**config.mk**
```make
export PLATFORM = sky130hd
export DESIGN_NAME = aes_key_expander
export DESIGN_NICKNAME = d
export VERILOG_FILES = /design/src/rtl/aes_pkg.sv /design/src/rtl/aes_sbox.sv /design/src/rtl/aes_key_expander.sv
export SDC_FILE = /design/constraint.sdc
export NUM_CORES = 2
export LEC_CHECK = 0
export ABC_AREA = 1
export CAP_MARGIN = 40
export CORE_MARGIN = 5
export CORE_UTILIZATION = 25
export CTS_CLUSTER_DIAMETER = 60
export DETAILED_ROUTE_END_ITERATION = 10
export GPL_ROUTABILITY_DRIVEN = 1
export GPL_TIMING_DRIVEN = 0
export HOLD_SLACK_MARGIN = 0.05
export PLACE_DENSITY_LB_ADDON = 0.2
export RECOVER_POWER = 100
export SYNTH_ARGS = -nofsm -noshare
export SYNTH_HDL_FRONTEND = slang
export SYNTH_SLANG_ARGS = --single-unit
```
**constraint.sdc**
```tcl
create_clock -name clk -period 4.17 [get_ports clk]
set_input_delay 0.834 -clock clk [delete_from_list [all_inputs] [get_ports clk]]
set_output_delay 0.834 -clock clk [all_outputs]
set_load 0.03 [all_outputs]
```
**src/rtl/aes_pkg.sv**
```systemverilog
// Shared AES helpers: round/word-count derivation, GF(2^8) xtime, RotWord and the forward S-box.
// The cipher cores use the same S-box table.
package aes_pkg;

    typedef enum logic [1:0] {
        KX_IDLE,
        KX_BUSY,
        KX_DONE
    } kx_state_e;

    function automatic int nr_of(input int nk);
        return nk + 6;
    endfunction

    function automatic int nw_of(input int nk);
        return 4 * (nk + 7);
    endfunction

    function automatic logic [7:0] xtime(input logic [7:0] b);
        return {b[6:0], 1'b0} ^ (b[7] ? 8'h1b : 8'h00);
    endfunction

    function automatic logic [31:0] rot_word(input logic [31:0] w);
        return {w[23:0], w[31:24]};
    endfunction

    localparam logic [7:0] SBOX [256] = '{
        8'h63, 8'h7c, 8'h77, 8'h7b, 8'hf2, 8'h6b, 8'h6f, 8'hc5, 8'h30, 8'h01, 8'h67, 8'h2b, 8'hfe, 8'hd7, 8'hab, 8'h76,
        8'hca, 8'h82, 8'hc9, 8'h7d, 8'hfa, 8'h59, 8'h47, 8'hf0, 8'had, 8'hd4, 8'ha2, 8'haf, 8'h9c, 8'ha4, 8'h72, 8'hc0,
        8'hb7, 8'hfd, 8'h93, 8'h26, 8'h36, 8'h3f, 8'hf7, 8'hcc, 8'h34, 8'ha5, 8'he5, 8'hf1, 8'h71, 8'hd8, 8'h31, 8'h15,
        8'h04, 8'hc7, 8'h23, 8'hc3, 8'h18, 8'h96, 8'h05, 8'h9a, 8'h07, 8'h12, 8'h80, 8'he2, 8'heb, 8'h27, 8'hb2, 8'h75,
        8'h09, 8'h83, 8'h2c, 8'h1a, 8'h1b, 8'h6e, 8'h5a, 8'ha0, 8'h52, 8'h3b, 8'hd6, 8'hb3, 8'h29, 8'he3, 8'h2f, 8'h84,
        8'h53, 8'hd1, 8'h00, 8'hed, 8'h20, 8'hfc, 8'hb1, 8'h5b, 8'h6a, 8'hcb, 8'hbe, 8'h39, 8'h4a, 8'h4c, 8'h58, 8'hcf,
        8'hd0, 8'hef, 8'haa, 8'hfb, 8'h43, 8'h4d, 8'h33, 8'h85, 8'h45, 8'hf9, 8'h02, 8'h7f, 8'h50, 8'h3c, 8'h9f, 8'ha8,
        8'h51, 8'ha3, 8'h40, 8'h8f, 8'h92, 8'h9d, 8'h38, 8'hf5, 8'hbc, 8'hb6, 8'hda, 8'h21, 8'h10, 8'hff, 8'hf3, 8'hd2,
        8'hcd, 8'h0c, 8'h13, 8'hec, 8'h5f, 8'h97, 8'h44, 8'h17, 8'hc4, 8'ha7, 8'h7e, 8'h3d, 8'h64, 8'h5d, 8'h19, 8'h73,
        8'h60, 8'h81, 8'h4f, 8'hdc, 8'h22, 8'h2a, 8'h90, 8'h88, 8'h46, 8'hee, 8'hb8, 8'h14, 8'hde, 8'h5e, 8'h0b, 8'hdb,
        8'he0, 8'h32, 8'h3a, 8'h0a, 8'h49, 8'h06, 8'h24, 8'h5c, 8'hc2, 8'hd3, 8'hac, 8'h62, 8'h91, 8'h95, 8'he4, 8'h79,
        8'he7, 8'hc8, 8'h37, 8'h6d, 8'h8d, 8'hd5, 8'h4e, 8'ha9, 8'h6c, 8'h56, 8'hf4, 8'hea, 8'h65, 8'h7a, 8'hae, 8'h08,
        8'hba, 8'h78, 8'h25, 8'h2e, 8'h1c, 8'ha6, 8'hb4, 8'hc6, 8'he8, 8'hdd, 8'h74, 8'h1f, 8'h4b, 8'hbd, 8'h8b, 8'h8a,
        8'h70, 8'h3e, 8'hb5, 8'h66, 8'h48, 8'h03, 8'hf6, 8'h0e, 8'h61, 8'h35, 8'h57, 8'hb9, 8'h86, 8'hc1, 8'h1d, 8'h9e,
        8'he1, 8'hf8, 8'h98, 8'h11, 8'h69, 8'hd9, 8'h8e, 8'h94, 8'h9b, 8'h1e, 8'h87, 8'he9, 8'hce, 8'h55, 8'h28, 8'hdf,
        8'h8c, 8'ha1, 8'h89, 8'h0d, 8'hbf, 8'he6, 8'h42, 8'h68, 8'h41, 8'h99, 8'h2d, 8'h0f, 8'hb0, 8'h54, 8'hbb, 8'h16
    };

endpackage

```
**src/rtl/aes_sbox.sv**
```systemverilog
// Combinational forward AES S-box, one byte.
module aes_sbox
    import aes_pkg::*;
(
    input  logic [7:0] in_byte,
    output logic [7:0] out_byte
);

    assign out_byte = SBOX[in_byte];

endmodule

```
**src/rtl/aes_key_expander.sv**
```systemverilog
// Iterative AES key schedule: one expanded word per cycle into a round-key store,
// with a registered 128-bit read port indexed by round number. nk must be 4, 6 or 8.
module aes_key_expander
    import aes_pkg::*;
#(
    parameter int nk = 4
) (
    input  logic            clk,
    input  logic            reset,
    input  logic            start,
    input  logic [nk*32-1:0] key_in,
    output logic            busy,
    output logic            done,
    input  logic [3:0]      rd_round,
    output logic [127:0]    rd_key
);

    localparam int nr = nr_of(nk);
    localparam int nw = nw_of(nk);

    kx_state_e   state, nxt_state;
    logic [5:0]  idx;
    logic [2:0]  phase;
    logic [7:0]  rcon;

    // win holds w[i-nk]..w[i-1] so the datapath never goes through the store's read mux
    logic [31:0] win [nk];
    logic [31:0] store [nw];
    logic [31:0] sub, temp, new_w;
    logic [5:0]  rbase;

    for (genvar b = 0; b < 4; b++) begin : g_sbox
        aes_sbox u_sbox (
            .in_byte  (win[nk-1][8*b +: 8]),
            .out_byte (sub[8*b +: 8])
        );
    end

    // SubWord is bytewise, so SubWord(RotWord(x)) == RotWord(SubWord(x)): rotate after the S-boxes
    always_comb begin
        temp = win[nk-1];
        if (phase == 3'd0)
            temp = rot_word(sub) ^ {rcon, 24'h0};
        else if (nk == 8 && phase == 3'd4)
            temp = sub;
        new_w = win[0] ^ temp;
    end

    always_comb begin
        nxt_state = state;
        if (start)
            nxt_state = KX_BUSY;
        else if (state == KX_BUSY && idx == 6'(nw - 1))
            nxt_state = KX_DONE;
        busy = (state == KX_BUSY);
        done = (state == KX_DONE);
    end

    always_ff @(posedge clk or negedge reset) begin
        if (!reset) begin
            state <= KX_IDLE;
            idx   <= '0;
            phase <= '0;
            rcon  <= 8'h01;
        end else begin
            state <= nxt_state;
            if (start) begin
                idx   <= 6'(nk);
                phase <= '0;
                rcon  <= 8'h01;
            end else if (state == KX_BUSY) begin
                idx   <= idx + 6'd1;
                phase <= (phase == 3'(nk - 1)) ? 3'd0 : phase + 3'd1;
                if (phase == 3'd0)
                    rcon <= xtime(rcon);
            end
        end
    end

    // Store and window carry no reset; the control state alone decides validity
    always_ff @(posedge clk) begin
        if (start) begin
            for (int j = 0; j < nk; j++) begin
                win[j]   <= key_in[nk*32-1-32*j -: 32];
                store[j] <= key_in[nk*32-1-32*j -: 32];
            end
        end else if (state == KX_BUSY) begin
            for (int j = 0; j < nk - 1; j++)
                win[j] <= win[j+1];
            win[nk-1]  <= new_w;
            store[idx] <= new_w;
        end
    end

    assign rbase = {rd_round, 2'b00};

    always_ff @(posedge clk or negedge reset) begin
        if (!reset)
            rd_key <= '0;
        else if (rd_round <= 4'(nr))
            rd_key <= {store[rbase], store[rbase + 6'd1], store[rbase + 6'd2], store[rbase + 6'd3]};
        else
            rd_key <= '0;
    end

endmodule

```
---- Word level (Yosys, flattened, before mapping) ----
Memory sizes are Yosys's and may differ from the RTL's.
Cells that the tools add are included.
operators by class
  add/subtract/negate cells ............... 5
  reductions and logical operators ........ 7
  equality and inequality tests ........... 4
  bitwise operators ....................... 11
  magnitude comparators ................... 5
  multiplexer cells ....................... 33
operator list
  operator                                                                count
  32-bit 2-to-1 mux                                                       6
  128-bit 2-to-1 mux                                                      1
  8-bit 2-to-1 mux                                                        11
  32-bit XOR                                                              2
  9-bit >= comparator (second input constant)                             4
  8-bit inverter with 9-bit output                                        4
  32-bit OR reduction                                                     1
  6-bit 2-to-1 mux                                                        3
  6-bit by 1-bit adder with 6-bit output (second input constant)          2
  6-bit by 2-bit adder with 6-bit output (second input constant)          2
  3-bit 2-to-1 mux                                                        3
  8-bit by 5-bit XOR with 8-bit output                                    1
  6-bit equality test (second input constant)                             1
  1-bit 2-to-1 mux                                                        6
  2-bit nonzero test                                                      3
  5-bit 2-to-1 mux                                                        1
  4-bit less-or-equal comparator (second input constant)                  1
  2-bit 2-to-1 mux                                                        2
  1-bit OR                                                                4
  3-bit by 1-bit adder with 3-bit output (second input constant)          1
  3-bit by 2-bit equality test with 1-bit output (second input constant)  1
  3-bit logical NOT                                                       1
  2-bit by 1-bit equality test with 1-bit output (second input constant)  1
  2-bit equality test (second input constant)                             1
  other kinds (2)                                                         2
word-level totals
  word-level logic and storage cells ...... 76
  input bits .............................. 135
  RAM bits ................................ 1,536
  ROM bits ................................ 8,192
  memories ................................ 6
  bits in registers ....................... 147
  output and inout bits ................... 130
memory list
  name             depth  width  read ports  clocked after Yosys merged registers in  write ports  line                    source
  (no name shown)  256    8      1           0                                        0            aes_sbox.sv:9           assign out_byte = SBOX[in_byte];
  (no name shown)  256    8      1           0                                        0            aes_sbox.sv:9
  (no name shown)  256    8      1           0                                        0            aes_sbox.sv:9
  (no name shown)  256    8      1           0                                        0            aes_sbox.sv:9
  store            44     32     4           0                                        4            aes_key_expander.sv:28  logic [31:0] store [nw];
  win              4      32     4           0                                        4            aes_key_expander.sv:27  logic [31:0] win [nk];

---- Depth between registers and ports, before layout ----
An unclocked memory read counts as a cell.
  depth after elaboration ................. 9
  depth in mapped cells ................... 20
  gate-level depth less buffers ........... 18

---- Modules after synthesis ----
A second synthesis with hierarchy kept.
unflattened totals
  cells, all modules ...................... 8,790
  area, all modules ....................... 82,196.3 µm²
by module, submodules not included
  module            times used  area each (µm²)  seq. area each (µm²)  cells an instance
  aes_key_expander  1           69,824.5         49,804.0              6,250
  aes_sbox          4           3,093.0          0.0                   635

---- Least setup slack after synthesis ----
OpenSTA, ideal clock, no wires.
  path type ............................... input to register
  from .................................... input port start
  to ...................................... memory win[0][0], enable pin
  buffers on the path ..................... 1
  data required time ...................... 3.676 ns
  stages .................................. 3
  setup slack ............................. -0.497 ns
  setup time .............................. 0.494 ns
  data arrival time ....................... 4.173 ns
  cells stage by stage .................... clkbuf_1 -> clkinv_1 -> nand2_1
RTL lines
  what                line                    source
  start: declaration  aes_key_expander.sv:10  input logic start,
  end: declaration    aes_key_expander.sv:27

==> impl_results.md <==
* Status: finished, violations left
* Failing checks: max-capacitance violations, max-slew violations, negative setup slack
* Max Clock Skew at 0.0514 ns
* Synth Instances at 7247
* Die ar. at 0.320 mm²
* Dpl ws at -1.20 ns
* CP required at 4.82 ns
* Placed instance count at 11800
* H-tree depth at 4
* WL per Instance at 33.9 µm
* Hold Slack at 0.500 ns
* Fmax at 238 MHz
* CTS Buffer Depth at 3
* Max incr delay on CP at 0.50 ns
* Sink Count at 1683
* Tot GR Track Use at 0.248
* Setup TNS at -0.190 ns
* DR pass1 iterations at 9
* Layout area overhead at 22.4%
* Share of cells above drive strength 1 at 0.114
* Drt via density at 5.43
* Top cells by area, synth: edfxtp_1 60%, nand2_1 7.9%, nand3_1 5.7%
* RR Endpoint: store[32][28]$_DFFE_PP_
* Multi-input gate area at 0.0249 mm²
* Row Count at 204
* Post-route clock period utilization at 1.01
* CP arrival at 4.85 ns
* Setup crit end: store[32][28]$_DFFE_PP_
* Num CTS Buffers at 188
* Hold Path Class: reg2reg
* FF-to-FF Start: win[3][17]$_DFFE_PP_
* Lkg Pwr at 33.7 nW
* Most frequent cells in the layout: 1591 x nand2_1, 1536 x edfxtp_1, 861 x nand3_1, 556 x a21oi_1, 384 x clkbuf_1
* Core area at 0.308 mm²
* Crit path from: win[3][17]$_DFFE_PP_
* PwrDens at 579 mW/mm²
* Root Driver: clkbuf_16
* Worst R2R Setup Slack at -0.03 ns
* Worst-path clk slew at 0.06 ns
* Post-Syn Area per Cell at 10.7 µm²
* Final min period at 4.20 ns
* Cell mode on critical path: nand3_1
* I/O pin cnt at 265
* Number of distinct library cells after synthesis at 43
* CP Launch Type: flip-flop
* VDD IR max at 0.000462 V
* Worst setup margin at -0.0279 ns
* Worst-path fanout max at 21
* DP HPWL at 308000 µm
* Largest area contributor in the netlist: edfxtp_1
* Iteration-0 DRC Markers at 9361
* Final instance area at 0.0945 mm²
* Fin cells at 12200
* Slowest CP cell: and2_4
* Worst-case reg-to-reg path depth at 14
* Gr ovfl total at 0
* Final ANT Viol Nets at 0
* Skew-Pair Late Insertion Delay at 0.86 ns
* Worst-path cell chain: inv_2, ha_1, nand2_1, nand3_1, nand3_1, a21oi_1, nand2_1, nand3_1, nand2_1, nand2_1, nand3_1, nand3_1, and2_4, buf_16
* Starting density of the core at 0.250
* Ys Warns at 0
* Initial antenna violation count at 34
* Setup Viol. Count Final at 18
* Sequential cell area at 0.0498 mm²
* Drt drc at 0
* Die H at 566 µm
* Share of Yosys cell area claimed by the top area cell type at 0.597
* Routed Wire Length at 414000 µm
* Critical path type: reg2reg
* Setup crit end kind: flip-flop
* Most common cell after layout, fill and taps aside: nand2_1
* Least-Margin Pin Slew at 2.86 ns
* Largest net degree at the start of global routing at 104
* Global-route wire length before repair at 550000 µm
* Pins Over Slew Limit at 329
* # fillers at 32200
* Final Power at 54.7 mW
* Synth Register Bits at 1683
* Vias in the first global route at 62700
* Chip width at 566 µm
* Cell Area, Placed at 0.0880 mm²
* Syn_nets at 7445
* Port Buffers at 260
* Utilization after layout at 0.306
* Fin. Hold Viols at 0
* Slew headroom at -0.908
* Number of max-cap violations at 18
* Sequential area share after synthesis at 0.645
* Cell area after synthesis at 0.0772 mm²
* CTS tree: yes
* Final net count at 8114
* Routability Congestion at 1.01
* Via count at 66400
-- final cells by class --
cell class,count,share of cell area
clock buffers,252,0.0543
clock inverters,97,0.00963
well taps,4120,0.0546
diodes,21,0.000556
plain buffers,509,0.0233
flip-flops and latches,1683,0.527
multi-input cells,4845,0.264
repair buffers,464,0.0578
inverters,225,0.00923
-- metal layers --
metal / routed length (µm) / vias up / part of all wire / global-route usage
li1: - / 27900 / - / -
met1: 176000 / 34000 / 0.42 / 0.347
met2: 184000 / 3863 / 0.45 / 0.389
met3: 35100 / 697 / 0.085 / 0.0390
met4: 18800 / 10 / 0.045 / 0.0917
met5: 84 / - / 0.00020 / 0
-- how the worst min path moves through the flow --
stage                               startpoint                   end  slack (ns)  cells after the start
after floorplan           phase[2]$_DFFE_PN0P_  phase[2]$_DFFE_PN0P_        0.46                      2
after global placement    phase[2]$_DFFE_PN0P_  phase[2]$_DFFE_PN0P_        0.48                      2
after detailed placement  phase[2]$_DFFE_PN0P_  phase[2]$_DFFE_PN0P_        0.49                      2
after CTS                                start  state[1]$_DFFE_PN0P_        0.47                      2
after global routing      win[1][29]$_DFFE_PP_  win[0][29]$_DFFE_PP_        0.54                      2
final                     phase[2]$_DFFE_PN0P_  phase[2]$_DFFE_PN0P_        0.50                      2
-- state kept, by name, summed over array words and instances, names as in the netlist --
| register | count |
|---|---|
| win | 128 |
| rd_key | 128 |
| idx | 6 |
| store | 1408 |
| rcon | 8 |
| phase | 3 |
| state | 2 |
-- power breakdown --
group / switching (mW) / internal [mW]
clock: 7.15 / 9.16
combinational: 13.4 / 4.21
sequential: 0.255 / 20.5
-- repair_timing --
action / 4_1_cts / 5_1_grt
cloned: 11 / 4
endpoints found under the hold margin: 43 / 0
hold buffers: 1 / 0
endpoints found under the setup margin: 1382 / 527
gates resized for setup: 86 / 29
pin swaps: 21 / 13
buffers inserted: 32 / 20
-- cell usage after synthesis --
| cell type | instances |
|---|---|
| a31oi_1 | 10 |
| clkinv_1 | 9 |
| a21oi_2 | 2 |
| or2_2 | 93 |
| inv_2 | 36 |
| o2111ai_1 | 3 |
| inv_4 | 3 |
| nand4_1 | 20 |
| inv_1 | 177 |
| nor2_1 | 381 |
| a22oi_1 | 3 |
| a31o_2 | 1 |
| xnor2_1 | 3 |
| buf_4 | 18 |
| buf_2 | 109 |
| nor3_1 | 105 |
| nor2_4 | 6 |
| ha_1 | 63 |
| a211oi_1 | 93 |
| o221ai_1 | 248 |
| and2_1 | 32 |
| nand3b_1 | 15 |
| o211ai_1 | 221 |
| o21ai_1 | 56 |
| nor2_2 | 21 |
| nand3_2 | 8 |
| dfrtp_1 | 146 |
| nand2_2 | 16 |
| dfstp_2 | 1 |
| a21oi_1 | 558 |
| o21ai_0 | 322 |
| nand3_1 | 882 |
| nand2_4 | 1 |
| o31ai_1 | 15 |
| clkbuf_2 | 2 |
| clkbuf_1 | 325 |
| nor3_4 | 1 |
| nand2_1 | 1617 |
| nor3_2 | 2 |
| o22ai_1 | 32 |
| buf_6 | 10 |
| buf_1 | 45 |
| edfxtp_1 | 1536 |
-- worst max-delay path: cells and delay by family, from the launching register on --
family	cells	cell delay [ns]
AOI/OAI and AO/OA	1	0.18
and+or+nand+nor	10	2.37
DFF	1	0.48
adders and majority gates	1	0.30
buffers and inverters	2	0.58
-- kinds of logic (layout without fill, tap and decap cells) --
| family | after synthesis | in the layout | share of synthesized area |
|---|---|---|---|
| AO/OA/AOI/OAI | 1564 | 1564 | 0.125 |
| flip-flops | 1683 | 1683 | 0.645 |
| buffers and inverters | 734 | 1547 | 0.0394 |
| AND/OR/NAND/NOR | 3200 | 3215 | 0.180 |
| adder cells (fa/ha/maj) | 63 | 63 | 0.0102 |
| other | 0 | 21 | 0 |
| XOR/XNOR | 3 | 3 | 0.000340 |
(Power assumes the default switching activity.)
